==> src/rtl/instruction_fetch.sv <==
// ---------------------------------------------------------------------------
// instruction_fetch
//
// Fetch stage that keeps a small queue of fetched words in front of decode.
// It honours the MIPS branch delay slot on every redirect.
//
// Build option:
//   IFETCH_PREFETCH_EN  defined   -> 2-entry fetch queue (fetch continues
//                                    through a one-cycle decode stall)
//                       undefined -> single-entry fetch register
//
// Ports:
//   clk, rst_n          clock, asynchronous active-low reset
//   stall               decode holds its current instruction
//   jump_branch         taken conditional branch in decode
//   jump_target         J/JAL in decode
//   jump_reg            JR/JALR in decode (target on jr_pc)
//   jr_pc               register jump target
//   imem_req/imem_addr  instruction-memory read request and word address
//   imem_ready          read completes this cycle, imem_rdata is valid
//   imem_rdata          fetched word
//   pc, instr           queue head presented to decode
//   instr_valid         instr is a real fetched instruction
// ---------------------------------------------------------------------------
module instruction_fetch #(
    parameter logic [31:0] RESET_PC = 32'h0000_0000
) (
    input  logic        clk,
    input  logic        rst_n,
    input  logic        stall,
    input  logic        jump_branch,
    input  logic        jump_target,
    input  logic        jump_reg,
    input  logic [31:0] jr_pc,
    output logic        imem_req,
    output logic [31:0] imem_addr,
    input  logic        imem_ready,
    input  logic [31:0] imem_rdata,
    output logic [31:0] pc,
    output logic [31:0] instr,
    output logic        instr_valid
);

`ifdef IFETCH_PREFETCH_EN
    localparam int DEPTH = 2;
`else
    localparam int DEPTH = 1;
`endif
    localparam logic [1:0]  DEPTH_C    = 2'(DEPTH);
    localparam logic [31:0] RESET_ADDR = RESET_PC & 32'hFFFF_FFFC;

    // Queue storage: entry 0 is the head, younger entries follow in order.
    logic [31:0] q_pc_reg    [DEPTH];
    logic [31:0] q_instr_reg [DEPTH];
    logic [31:0] shift_pc    [DEPTH];
    logic [31:0] shift_instr [DEPTH];
    logic [1:0]  count_reg, count_next;

    logic [31:0] fetch_pc_reg, fetch_pc_next;
    logic        drop_reg, drop_next;             // in-flight word is stale
    logic [31:0] resume_pc_reg, resume_pc_next;   // fetch_pc once it returns
    logic        pend_valid_reg, pend_valid_next; // target waits for delay slot
    logic [31:0] pend_target_reg, pend_target_next;
    logic [31:0] last_pc_reg;

    logic        head_valid, pop, redirect, complete, outstanding;
    logic        ds_queued, ds_next, push_en;
    logic [1:0]  base_cnt;
    logic [31:0] head_pc, head_instr, seq_pc, target;

    // Value each entry takes when the head is popped.
    for (genvar gi = 0; gi < DEPTH; gi++) begin : g_shift
        if (gi < DEPTH - 1) begin : g_mid
            assign shift_pc[gi]    = q_pc_reg[gi+1];
            assign shift_instr[gi] = q_instr_reg[gi+1];
        end else begin : g_last
            assign shift_pc[gi]    = q_pc_reg[gi];
            assign shift_instr[gi] = q_instr_reg[gi];
        end
    end

    assign head_valid  = (count_reg != 2'd0);
    assign head_pc     = q_pc_reg[0];
    assign head_instr  = q_instr_reg[0];
    assign pc          = head_valid ? head_pc : last_pc_reg;
    assign instr       = head_valid ? head_instr : 32'h0;
    assign instr_valid = head_valid;

    assign pop      = head_valid && !stall;
    assign redirect = pop && (jump_branch || jump_target || jump_reg);
    assign seq_pc   = head_pc + 32'd4;

    always_comb begin
        if (jump_reg)
            target = jr_pc & 32'hFFFF_FFFC;
        else if (jump_target)
            target = {seq_pc[31:28], head_instr[25:0], 2'b00};
        else
            target = seq_pc + {{14{head_instr[15]}}, head_instr[15:0], 2'b00};
    end

    // Gated by rst_n so a request in progress is abandoned the moment reset
    // asserts; a slot being popped this cycle counts as free.
    assign imem_req    = rst_n && ((count_reg < DEPTH_C) || pop);
    assign imem_addr   = fetch_pc_reg;
    assign complete    = imem_req && imem_ready;
    assign outstanding = imem_req && !imem_ready;

    // Delay slot already sitting behind the head in the queue.
`ifdef IFETCH_PREFETCH_EN
    assign ds_queued = (count_reg == 2'd2) && (q_pc_reg[1] == seq_pc);
`else
    assign ds_queued = 1'b0;
`endif
    // Delay slot is the word currently being (or about to be) requested.
    assign ds_next = !drop_reg && (fetch_pc_reg == seq_pc);

    always_comb begin
        fetch_pc_next    = fetch_pc_reg;
        drop_next        = drop_reg;
        resume_pc_next   = resume_pc_reg;
        pend_valid_next  = pend_valid_reg;
        pend_target_next = pend_target_reg;
        push_en          = 1'b0;
        base_cnt         = count_reg - {1'b0, pop};
        if (redirect) begin
            if (ds_queued) begin
                // Keep the delay slot, drop everything younger.
                base_cnt        = 2'd1;
                pend_valid_next = 1'b0;
                if (outstanding) begin
                    drop_next      = 1'b1;
                    resume_pc_next = target;
                end else begin
                    drop_next     = 1'b0;
                    fetch_pc_next = target;
                end
            end else if (ds_next) begin
                base_cnt = 2'd0;
                if (complete) begin
                    push_en         = 1'b1;
                    fetch_pc_next   = target;
                    pend_valid_next = 1'b0;
                end else begin
                    pend_valid_next  = 1'b1;
                    pend_target_next = target;
                end
            end else begin
                // Delay slot not fetched yet: refetch it, then the target.
                base_cnt         = 2'd0;
                pend_valid_next  = 1'b1;
                pend_target_next = target;
                if (outstanding) begin
                    drop_next      = 1'b1;
                    resume_pc_next = seq_pc;
                end else begin
                    drop_next     = 1'b0;
                    fetch_pc_next = seq_pc;
                end
            end
        end else if (complete) begin
            if (drop_reg) begin
                drop_next     = 1'b0;
                fetch_pc_next = resume_pc_reg;
            end else begin
                push_en = 1'b1;
                if (pend_valid_reg) begin
                    fetch_pc_next   = pend_target_reg;
                    pend_valid_next = 1'b0;
                end else begin
                    fetch_pc_next = fetch_pc_reg + 32'd4;
                end
            end
        end
        count_next = base_cnt + {1'b0, push_en};
    end

    always_ff @(posedge clk or negedge rst_n) begin
        if (!rst_n) begin
            count_reg       <= 2'd0;
            fetch_pc_reg    <= RESET_ADDR;
            drop_reg        <= 1'b0;
            resume_pc_reg   <= RESET_ADDR;
            pend_valid_reg  <= 1'b0;
            pend_target_reg <= RESET_ADDR;
            last_pc_reg     <= RESET_ADDR;
            for (int i = 0; i < DEPTH; i++) begin
                q_pc_reg[i]    <= RESET_ADDR;
                q_instr_reg[i] <= 32'h0;
            end
        end else begin
            count_reg       <= count_next;
            fetch_pc_reg    <= fetch_pc_next;
            drop_reg        <= drop_next;
            resume_pc_reg   <= resume_pc_next;
            pend_valid_reg  <= pend_valid_next;
            pend_target_reg <= pend_target_next;
            if (pop)
                last_pc_reg <= head_pc;
            for (int i = 0; i < DEPTH; i++) begin
                if (push_en && (base_cnt == 2'(i))) begin
                    q_pc_reg[i]    <= fetch_pc_reg;
                    q_instr_reg[i] <= imem_rdata;
                end else if (pop) begin
                    q_pc_reg[i]    <= shift_pc[i];
                    q_instr_reg[i] <= shift_instr[i];
                end
            end
        end
    end

endmodule
==> config.mk <==
export PLATFORM = sky130hd
export DESIGN_NAME = instruction_fetch
export DESIGN_NICKNAME = d
export VERILOG_FILES = /design/src/rtl/instruction_fetch.sv
export SDC_FILE = /design/constraint.sdc
export NUM_CORES = 1
export LEC_CHECK = 0
export BUFFER_PORTS_ARGS = -buffer_cell sky130_fd_sc_hd__buf_2
export CORE_MARGIN = 3
export CORE_UTILIZATION = 60
export CTS_BUF_LIST = sky130_fd_sc_hd__clkbuf_4 sky130_fd_sc_hd__clkbuf_8 sky130_fd_sc_hd__clkbuf_16
export DETAILED_ROUTE_END_ITERATION = 16
export PLACE_DENSITY = 0.82
export SETUP_SLACK_MARGIN = 0.15
export SLEW_MARGIN = 20
export SYNTH_ARGS = -nofsm -noshare
export SYNTH_HDL_FRONTEND = slang
export SYNTH_SLANG_ARGS = --single-unit
==> constraint.sdc <==
create_clock -name clk -period 10.7 [get_ports clk]
set_clock_uncertainty 0.05 [all_clocks]
set_input_delay 2.14 -clock clk [delete_from_list [all_inputs] [get_ports clk]]
set_output_delay 2.14 -clock clk [all_outputs]
set_load 0.05 [all_outputs]
==> summary.md, run 1 <==
| Metric | Value |
|---|---|
| Synth unique cells | `83` |
| Via density | `6.271` |
| Syn avg cell area | `8.799 um^2` |
| H-tree depth | `4` |
| Post-synth EDFFs | `0` |
| Initial antenna violation count | `0` |
| Fill count | `1793` |
| FP Rows | `54` |
| Number of synthesized register bits | `196` |
| Setup Crit Path Kind | `reg2reg` |
| All-Layer GR Usage | `0.3159` |
| Final Hold Vio Count | `0` |
| Dpl hpwl | `27660 um` |
| Leakage | `6.890 nW` |
| Nets | `1751` |
| Die ar. | `24680 um^2` |
| CTS tree | `yes` |
| Share of layout cells above drive strength 1 | `0.1817` |
| Core area | `22160 um^2` |
| Achievable Freq | `178.7 MHz` |
| Max VDD drop | `0.2119 mV` |
| Share of flip-flops with an asynchronous set or reset | `1.000` |
| Die W | `157.1 um` |
| DR pass1 iterations | `5` |
| Syn Inst Count | `1557` |
| Diode count | `0` |
| DIE HEIGHT | `157.1 um` |
| Synth-to-layout area growth | `10.08%` |
| RSZ-0062 raised after global routing | `false` |
| Synth Flop Type | `dfrtp_1` |
| Crit path max fanout | `9` |
| Largest net degree at the start of global routing | `78` |
| Worst Setup Start Kind | `flop` |
| Required time of the critical path | `11.01 ns` |
| Post-synthesis net count | `1668` |
| CTS root buffer | `clkbuf_16` |
| Synth top area cells | `dfrtp_1 36%, nand2_1 6.0%, mux2_1 5.1%, o21ai_0 4.9%, mux2_2 4.7%` |
| First-pass GRT wire length | `61740 um` |
| Pre-CTS setup slack | `5.128 ns` |
| Crit. End Element | `flop` |
| Clock sinks | `196` |
| Max-slew violation count | `0` |
| Final Non-Filler Cells | `1931` |
| Final Cycle Share | `0.5230` |
| # resized after CTS | `0` |
| Post-Route WL | `39130 um` |
| DR iter-0 viols | `1022` |
| Relative slew slack | `0.3017` |
| WL/cell | `20.27 um` |
| Vias in the first global route | `11520` |
| CTS Hold Bufs | `0` |
| # port buffers | `166` |
| Worst EP arrival | `5.91 ns` |
| Area of the mapped netlist | `13700 um^2` |
| Placed Cells | `1901` |
| Synth warnings | `0` |
| Most numerous cell in the Yosys netlist | `nand2_1` |
| Starting density of the core | `0.6182` |
| Via count | `12110` |
| Most instantiated cells after synthesis | `220 x nand2_1, 196 x dfrtp_1, 133 x o21ai_0` |
| Area leader, netlist | `dfrtp_1` |
| ANT nets after route | `0` |
| Worst skew pair latency | `0.44 ns` |
| Placement Cell Area | `14490 um^2` |
| Grt ovf | `0` |
| Worst-Margin Slew | `1.034 ns` |
| DR DRC count | `0` |
| Final Wtd Congestion | `0.9741` |
| Final Cell Area | `15080 um^2` |
| Clk slew on worst S/H paths | `0.07 ns` |
| Util after Layout | `0.6805` |
| Top Ports | `169` |
| Max_cap viols | `0` |
| Tmin final | `5.596 ns` |
| Final setup vio count | `0` |
| Setup_tns | `0 ns` |
| Worst hold path class | `reg2reg` |
| Clock buffer depth | `2` |
| Cts bufs inserted | `17` |
| Final WS setup | `5.104 ns` |
| Post-CTS setup buffer count | `0` |
| Pwr/cell area | `370.1 nW/um^2` |
| Yosys top cell area share | `0.3580` |
| Status | `complete, no violations` |
| Post-synthesis sequential area ratio | `0.3580` |
[layer usage]
layer | vias to the layer above | track usage | wire length, um
met2 | 595 | 0.4781 | 17120
met4 | 0 | 0.1050 | 1128
met1 | 5735 | 0.4559 | 17290
met3 | 78 | 0.06516 | 3599
li1 | 5702 | - | -
met5 | - | 0 | 0
[cell families (layout without fill, tap and decap cells)]
logic type                 after synthesis  count (layout)  share of synthesized area
buffers and inverters                  158             252                    0.05197
and+or+nand+nor                        533             533                     0.1885
DFF                                    196             196                     0.3580
xor gates and xnor gates               100             100                    0.07197
adders and majority gates               41              41                    0.03781
AOI/OAI and AO/OA                      384             384                     0.1749
muxes                                  145             145                     0.1168
[cells in the final DEF (no fill, tap or decap), types with 14 or more instances in the layout]
| cell | netlist | final |
|---|---|---|
| buf_2 | 23 | 165 |
| buf_4 | 8 | 17 |
| xnor2_1 | 56 | 56 |
| nor3_1 | 29 | 29 |
| nand4_1 | 24 | 24 |
| and2_1 | 43 | 43 |
| mux2i_1 | 26 | 26 |
| clkbuf_16 | 0 | 17 |
| inv_1 | 36 | 35 |
| mux2_2 | 57 | 57 |
| dfrtp_1 | 196 | 196 |
| a21oi_1 | 96 | 96 |
| xor2_1 | 36 | 36 |
| ha_1 | 39 | 39 |
| and3_1 | 15 | 15 |
| o21ai_0 | 133 | 132 |
| nand3_1 | 31 | 31 |
| mux2_1 | 62 | 62 |
| nand2_1 | 220 | 220 |
| a21o_1 | 14 | 14 |
| o211ai_1 | 24 | 24 |
| nor2_1 | 100 | 99 |
| a31oi_1 | 16 | 16 |
[worst max-delay path: stages (launching register included)]
cell,delay (ns)
dfrtp_1,0.54
ha_1,0.30
nand3_2,0.18
nor4_2,0.72
and4_1,0.33
xnor2_1,0.26
inv_1,0.09
ha_1,0.39
a2111oi_0,0.55
o2111ai_1,0.19
o311ai_0,0.20
a21oi_1,0.27
o21ai_0,0.21
nor4b_1,0.55
mux2i_1,0.15
a211o_1,0.35
a31oi_1,0.16
[path summary, 6_finish.rpt]
path                            cells after the start                end  slack [ns]            start
worst max register to register                     16      imem_addr[31]        5.10       head_pc[2]
worst max-delay path                               16      imem_addr[31]        5.10       head_pc[2]
max in group asynchronous                           2  resume_pc_reg[18]        7.48            rst_n
min in group asynchronous                           1     last_pc_reg[5]        1.66            rst_n
worst min register to register                      2    last_pc_reg[13]        0.43  last_pc_reg[13]
worst min-delay path                                2    last_pc_reg[13]        0.43  last_pc_reg[13]
[power breakdown]
part	internal, mW	switching, mW	leakage [nW]
clock	0.373	0.291	0.284
combinational	1.20	2.19	4.14
sequential	1.07	0.451	2.47
total	2.65	2.93	6.89
[per-stage QoR]
| step | hold slack [ns] | power, mW |
|---|---|---|
| 2_1_floorplan | 0.3902 | 4.060 |
| 3_3_place_gp | 0.4027 | 4.770 |
| 3_5_place_dp | 0.4071 | 4.847 |
| 4_1_cts | 0.4270 | 5.534 |
| 5_1_grt | 0.4419 | 5.943 |
| 6_report | 0.4253 | 5.581 |
[final cells by class]
cell class                 instances  area (um^2)  area share
clock inverter                    11        151.4     0.01004
sequential                       196         4905      0.3252
clock buffer                      19        440.4     0.02920
timing repair buffer             183        967.2     0.06413
inverter                          39        146.4    0.009707
tap                              280        350.3     0.02323
multi-input combinational       1203         8120      0.5385
Power figures use the tool's default switching activity.
==> run 2, diff against run 1 <==
- clock period: 10.7 -> 5.3 ns (I/O delays scaled with it)
==> run 2 against run 1 <==
  * Clock power increased by 120%
  * Flip-flop and latch count unchanged
  * Critical path depth decreased by 1
  * Core utilization increased by 0.69 points
  * Setup slack got worse by 4.7 ns
  * Sequential share of layout area decreased by 0.32 points
  * Register-to-register slack got worse by 4.7 ns
  * Wire length increased by 1.3%
==> summary.md, run 2 (same netlist as run 1, synthesis figures left out) <==
| Metric | Value |
|---|---|
| Status | `complete, no violations (unchanged)` |
| Crit. End Element | `flop (unchanged)` |
| Most common cell after layout, fill and taps aside | `nand2_1 (unchanged)` |
| Clock sinks | `196 (unchanged)` |
| Pwr/cell area | `751.2 nW/um^2 (was 370.1 nW/um^2)` |
| Util after Layout | `0.6874 (was 0.6805)` |
| Clock buffer depth | `2 (unchanged)` |
| Core area | `22160 um^2 (unchanged)` |
| FP Rows | `54 (unchanged)` |
| ANT nets after route | `0 (unchanged)` |
| Final Wtd Congestion | `0.9313 (was 0.9741)` |
| # port buffers | `166 (unchanged)` |
| Placed Cells | `1909 (was 1901)` |
| Dpl hpwl | `28300 um (was 27660 um)` |
| Top Ports | `169 (unchanged)` |
| Setup_tns | `0 ns (unchanged)` |
| H-tree depth | `4 (unchanged)` |
| WL/cell | `20.42 um (was 20.27 um)` |
| CTS root buffer | `clkbuf_16 (unchanged)` |
| CTS Hold Bufs | `0 (unchanged)` |
| DR DRC count | `0 (unchanged)` |
| Via count | `12200 (was 12110)` |
| Worst path cell trace | `ha_1 > nand3_2 > nor4_2 > buf_4 > nand2_1 > xnor2_1 > ha_1 > o311ai_0 > a21oi_1 > nor3_1 > mux2i_1 > nor3_1 > a21oi_1 > a2111oi_1 > nor3_1 (was ha_1 > nand3_2 > nor4_2 > and4_1 > xnor2_1 > inv_1 > ha_1 > a2111oi_0 > o2111ai_1 > o311ai_0 > a21oi_1 > o21ai_0 > nor4b_1 > mux2i_1 > a211o_1 > a31oi_1)` |
| First-pass GRT wire length | `63450 um (was 61740 um)` |
| Crit path max fanout | `9 (unchanged)` |
| Share of layout cells above drive strength 1 | `0.1878 (was 0.1817)` |
| Final setup vio count | `0 (unchanged)` |
| Die W | `157.1 um (unchanged)` |
| Crit path max-delay family | `compound AO/OA/AOI/OAI gates (unchanged)` |
| All-Layer GR Usage | `0.3236 (was 0.3159)` |
| Synth-to-layout area growth | `11.20% (was 10.08%)` |
| Vias in the first global route | `11740 (was 11520)` |
| Max VDD drop | `0.4074 mV (was 0.2119 mV)` |
| Largest net degree at the start of global routing | `175 (was 78)` |
| Worst Setup Start Kind | `flop (unchanged)` |
| Clk slew on worst S/H paths | `0.08 ns (was 0.07 ns)` |
| Via density | `6.283 (was 6.271)` |
| RSZ-0062 raised after global routing | `true (was false)` |
| Grt ovf | `0 (unchanged)` |
| Worst-Margin Slew | `1.004 ns (was 1.034 ns)` |
| Max_cap viols | `0 (unchanged)` |
| Die ar. | `24680 um^2 (unchanged)` |
| DR iter-0 viols | `1007 (was 1022)` |
| Relative slew slack | `0.3259 (was 0.3017)` |
| Crit-path most repeated cell | `nor3_1 (was ha_1)` |
| CTS tree | `yes (unchanged)` |
| Initial antenna violation count | `0 (unchanged)` |
| Hold slack | `0.4227 ns (was 0.4253 ns)` |
| Slowest CP cell | `o311ai_0 (was nor4_2)` |
| Setup Crit Path Kind | `reg2reg (unchanged)` |
| Worst EP arrival | `5.16 ns (was 5.91 ns)` |
| Leakage | `6.970 nW (was 6.890 nW)` |
| Cts bufs inserted | `17 (unchanged)` |
| Sum of buffers and inverters on the critical path | `1 (unchanged)` |
| Max-slew violation count | `0 (unchanged)` |
| Final Non-Filler Cells | `1941 (was 1931)` |
| Post-Route WL | `39630 um (was 39130 um)` |
| Nets | `1759 (was 1751)` |
| Final Cycle Share | `0.9235 (was 0.5230)` |
| Worst hold path class | `reg2reg (unchanged)` |
| Achievable Freq | `204.3 MHz (was 178.7 MHz)` |
| Worst skew pair latency | `0.44 ns (about the same)` |
| Starting density of the core | `0.6182 (unchanged)` |
| CP peak stage delay | `0.64 ns (was 0.72 ns)` |
| DR pass1 iterations | `6 (was 5)` |
| Final Hold Vio Count | `0 (unchanged)` |
| Most frequent cells in the layout | `220 x nand2_1, 195 x dfrtp_1, 165 x buf_2 (was 220 x nand2_1, 196 x dfrtp_1, 165 x buf_2)` |
| DIE HEIGHT | `157.1 um (unchanged)` |
| Diode count | `0 (unchanged)` |
| Required time of the critical path | `5.56 ns (was 11.01 ns)` |
| Tmin final | `4.895 ns (was 5.596 ns)` |
==> run 2: worst register-to-register path, stage by stage, from the launching register on <==
cell	delay, ns
dfrtp_1	0.49
ha_1	0.30
nand3_2	0.18
nor4_2	0.38
buf_4	0.21
nand2_1	0.09
xnor2_1	0.48
ha_1	0.43
o311ai_0	0.64
a21oi_1	0.27
nor3_1	0.33
mux2i_1	0.12
nor3_1	0.15
a21oi_1	0.09
a2111oi_1	0.44
nor3_1	0.10
==> run 2: path summary, 6_finish.rpt <==
check	endpoint	cells past startpoint	slack [ns]	from
worst max register to register	imem_addr[29]	15	0.41	head_pc[3]
max in group asynchronous	head_pc[2]	2	3.50	rst_n
worst min register to register	last_pc_reg[25]	2	0.42	last_pc_reg[25]
worst min-delay path	last_pc_reg[25]	2	0.42	last_pc_reg[25]
worst max-delay path	imem_addr[29]	15	0.41	head_pc[3]
min in group asynchronous	last_pc_reg[2]	1	0.43	rst_n
==> run 2: timing repair <==
action | in CTS | in global routing
setup buffers | 0 | 0
endpoints found under the setup margin | 0 | 9
endpoints found under the hold margin | 0 | 0
gates resized for setup | 0 | 4
==> run 2: power by group <==
group	internal (mW)	switching (mW)	leakage, nW	total [mW]
registers	2.16	0.923	2.47	3.09
clock network	0.833	0.612	0.314	1.45
logic	2.47	4.44	4.19	6.91
total	5.47	5.98	6.97	11.4
==> run 2: final cells by class <==
cell class	instances	area (um^2)
clock buffers	20	460.4
clock inverters	12	190.2
fillers	1801	6928
inverters	39	146.4
multi-input cells	1203	8128
flip-flops and latches	196	4906
well taps	280	350.3
repair buffers	191	1052
==> run 2: through the flow <==
step	area, um^2	setup slack, ns	power [mW]
CTS	15220	0.2434	11.35
floorplan	13700	0.9849	8.196
global placement	14570	0.3778	9.683
finish	15230	0.4053	11.44
detailed placement	14570	0.3254	9.866
global route	15230	0.1399	12.21
==> run 2: routing by layer <==
metal | part of all wire | global-route usage | vias up
li1 | - | - | 5729
met1 | 0.44 | 0.4693 | 5782
met2 | 0.44 | 0.5010 | 618
met3 | 0.096 | 0.06241 | 67
met4 | 0.026 | 0.08636 | 0
met5 | 0 | 0 | -
==> run 3, diff against run 2 <==
- CORE_ASPECT_RATIO: default -> 0.7
==> run 3 against run 2 <==
  * Combinational power increased by 0.9%
  * Worst hold slack barely moved
  * First-iteration DRC count up 32%
  * Critical path type unchanged
  * Core utilization up 0.41 points
==> summary.md, run 3 (same netlist as run 1, synthesis figures left out) <==
| Metric | Value |
|---|---|
| Status | `complete, no violations (unchanged)` |
| Clock sinks | `196 (unchanged)` |
| CP peak stage delay | `0.63 ns (was 0.64 ns)` |
| CTS Hold Bufs | `0 (unchanged)` |
| Synth-to-layout area growth | `11.40% (was 11.20%)` |
| Worst skew pair latency | `0.45 ns (was 0.44 ns)` |
| Clk slew on worst S/H paths | `0.08 ns (about the same)` |
| Clock buffer depth | `2 (unchanged)` |
| Max_cap viols | `0 (unchanged)` |
| Diode count | `0 (unchanged)` |
| Sequential share of power | `0.269 (was 0.270)` |
| Nets | `1762 (was 1759)` |
| Pre-CTS setup slack | `0.1398 ns (was 0.3254 ns)` |
| DR pass1 iterations | `7 (was 6)` |
| Worst-Margin Slew | `0.9845 ns (was 1.004 ns)` |
| Worst path cell trace | `nand4_4 > nor4_1 > a21oi_1 > or4_1 > a211o_1 > nor3_2 > nand3_2 > nor2_2 > o21a_4 > buf_12 > mux2_2 (was ha_1 > nand3_2 > nor4_2 > buf_4 > nand2_1 > xnor2_1 > ha_1 > o311ai_0 > a21oi_1 > nor3_1 > mux2i_1 > nor3_1 > a21oi_1 > a2111oi_1 > nor3_1)` |
| Fill count | `1725 (was 1801)` |
| Setup Crit Path Kind | `reg2reg (unchanged)` |
| Required time of the critical path | `5.58 ns (was 5.56 ns)` |
| Relative slew slack | `0.3436 (was 0.3259)` |
| Pwr/cell area | `747.2 nW/um^2 (was 751.2 nW/um^2)` |
| Tmin final | `4.940 ns (was 4.895 ns)` |
| Clk pwr share | `0.120 (was 0.126)` |
| Vias in the first global route | `11890 (was 11740)` |
| Final setup vio count | `0 (unchanged)` |
| RSZ-0062 raised after global routing | `false (was true)` |
| Leakage | `6.971 nW (was 6.970 nW)` |
| R2R setup slack | `0.36 ns (was 0.41 ns)` |
| Switching part of the total | `0.5303 (was 0.5224)` |
| Largest net degree at the start of global routing | `62 (was 175)` |
| Final Hold Vio Count | `0 (unchanged)` |
| Achievable Freq | `202.4 MHz (was 204.3 MHz)` |
| FP Rows | `45 (was 54)` |
| Initial antenna violation count | `0 (unchanged)` |
| Slowest CP cell | `nor4_1 (was o311ai_0)` |
| Grt ovf | `0 (unchanged)` |
| FF-to-FF End | `head_pc[23] (was imem_addr[29])` |
| P_sw | `6.047 mW (was 5.977 mW)` |
| First-pass GRT wire length | `64030 um (was 63450 um)` |
| Die ar. | `24710 um^2 (was 24680 um^2)` |
| Crit. End Element | `flop (unchanged)` |
| Reg2reg start | `head_pc[5] (was head_pc[3])` |
| Crit path max fanout | `21 (was 9)` |
| Die W | `186.6 um (was 157.1 um)` |
| Dpl hpwl | `29170 um (was 28300 um)` |
| DR DRC count | `0 (unchanged)` |
| Share of layout cells above drive strength 1 | `0.1923 (was 0.1878)` |
| P_int | `5.356 mW (was 5.465 mW)` |
| All-Layer GR Usage | `0.3233 (was 0.3236)` |
| Post-Route WL | `40440 um (was 39630 um)` |
| H-tree depth | `4 (unchanged)` |
| Via count | `12500 (was 12200)` |
| Gate power share | `0.612 (was 0.604)` |
| DR iter-0 viols | `1325 (was 1007)` |
| DIE HEIGHT | `132.4 um (was 157.1 um)` |
| Worst EP arrival | `5.22 ns (was 5.16 ns)` |
| Worst hold path class | `reg2reg (unchanged)` |
| ANT nets after route | `0 (unchanged)` |
| Final Wtd Congestion | `0.9663 (was 0.9313)` |
| Core area | `22070 um^2 (was 22160 um^2)` |
| Setup_tns | `0 ns (unchanged)` |
| WL/cell | `20.54 um (was 20.42 um)` |
| CTS root buffer | `clkbuf_16 (unchanged)` |
| Top Ports | `169 (unchanged)` |
| Sum of buffers and inverters on the critical path | `1 (unchanged)` |
| # port buffers | `166 (unchanged)` |
| WHS Endpoint | `last_pc_reg[9] (was last_pc_reg[25])` |
| Via density | `6.350 (was 6.283)` |
| FF-to-FF path depth | `11 (was 15)` |
| CTS tree | `yes (unchanged)` |
| Max-slew violation count | `0 (unchanged)` |
| Final WS setup | `0.3602 ns (was 0.4053 ns)` |
| Worst Setup Start Kind | `flop (unchanged)` |
| Hold slack | `0.4229 ns (was 0.4227 ns)` |
| Max VDD drop | `0.4500 mV (was 0.4074 mV)` |
| Final Cycle Share | `0.9320 (was 0.9235)` |
| Crit path max-delay family | `simple AND/OR/NAND/NOR gates (was compound AO/OA/AOI/OAI gates)` |
| Starting density of the core | `0.6207 (was 0.6182)` |
| Worst hold start | `last_pc_reg[9] (was last_pc_reg[25])` |
| Worst Hold Depth | `2 (unchanged)` |
| Cts bufs inserted | `17 (unchanged)` |
| Most common cell after layout, fill and taps aside | `nand2_1 (unchanged)` |
| Most frequent cells in the layout | `220 x nand2_1, 194 x dfrtp_1, 165 x buf_2 (was 220 x nand2_1, 195 x dfrtp_1, 165 x buf_2)` |
-- run 3: cell count changes in the layout (fill, tap and decap cells not counted), sizes merged --
cell / before / now
clkbuf: 21 / 19
bufinv: 4 / 2
clkinvlp: 2 / 1
buf: 190 / 193
inv: 44 / 46
clkinv: 1 / 4
-- run 3: stage by stage --
| step | power (mW) | instance area (um^2) | utilization | instances |
|---|---|---|---|---|
| floorplan | 8.196 | 13700 | - | 1557 |
| global placement | 9.642 | 14620 | 0.6624 | 1936 |
| detailed placement | 9.862 | 14620 | 0.6624 | 1936 |
| CTS | 11.27 | 15220 | 0.6898 | 1968 |
| global route | 12.15 | 15260 | 0.6914 | 1969 |
| finish | 11.40 | 15260 | 0.6914 | 1969 |
-- run 3: final cells by class --
| cell class | count | area (um^2) | share of cell area |
|---|---|---|---|
| Inverter | 39 | 146.4 | 0.009592 |
| Sequential cell | 196 | 4907 | 0.3216 |
| Clock inverter | 14 | 163.9 | 0.01074 |
| Multi-Input combinational cell | 1203 | 8148 | 0.5339 |
| Timing Repair Buffer | 194 | 1075 | 0.07043 |
| Clock buffer | 18 | 439.2 | 0.02878 |
| Tap cell | 305 | 381.6 | 0.02501 |
-- run 3: how the worst max path moves through the flow --
stage,from,end,depth (start not counted)
finish,head_pc[5],head_pc[23],11
global route,head_pc[2],imem_addr[21],17
CTS,head_pc[2],imem_addr[31],17
detailed placement,head_pc[2],imem_addr[31],17
global placement,head_pc[2],imem_addr[29],17
floorplan,head_pc[3],imem_addr[31],16
-- run 3: timing repair --
| action | in CTS | in global routing |
|---|---|---|
| pin swaps | 0 | 2 |
| setup endpoints to repair | 2 | 13 |
| resized for setup | 1 | 8 |
| buffers inserted | 0 | 1 |
-- run 3: tightest hold or removal path, cell delays in order (launching register included) --
cell and delay (ns):
dfrtp_1 0.34, nand2_1 0.05, nand2_1 0.05
-- run 3: power groups by stage --
| stage | registers [mW] | clock network, mW | logic [mW] |
|---|---|---|---|
| 2_1_floorplan | 2.96 | 0 | 5.24 |
| 3_3_place_gp | 3.01 | 0 | 6.63 |
| 3_5_place_dp | 3.06 | 0 | 6.80 |
| 4_1_cts | 3.04 | 1.37 | 6.86 |
| 5_1_grt | 3.16 | 1.44 | 7.55 |
| 6_report | 3.06 | 1.37 | 6.97 |
-- run 3: metal layers --
metal	part of all wire	GRT usage
met5	0	0
met4	0.033	0.1167
met3	0.10	0.07521
met2	0.45	0.4931
met1	0.42	0.4545
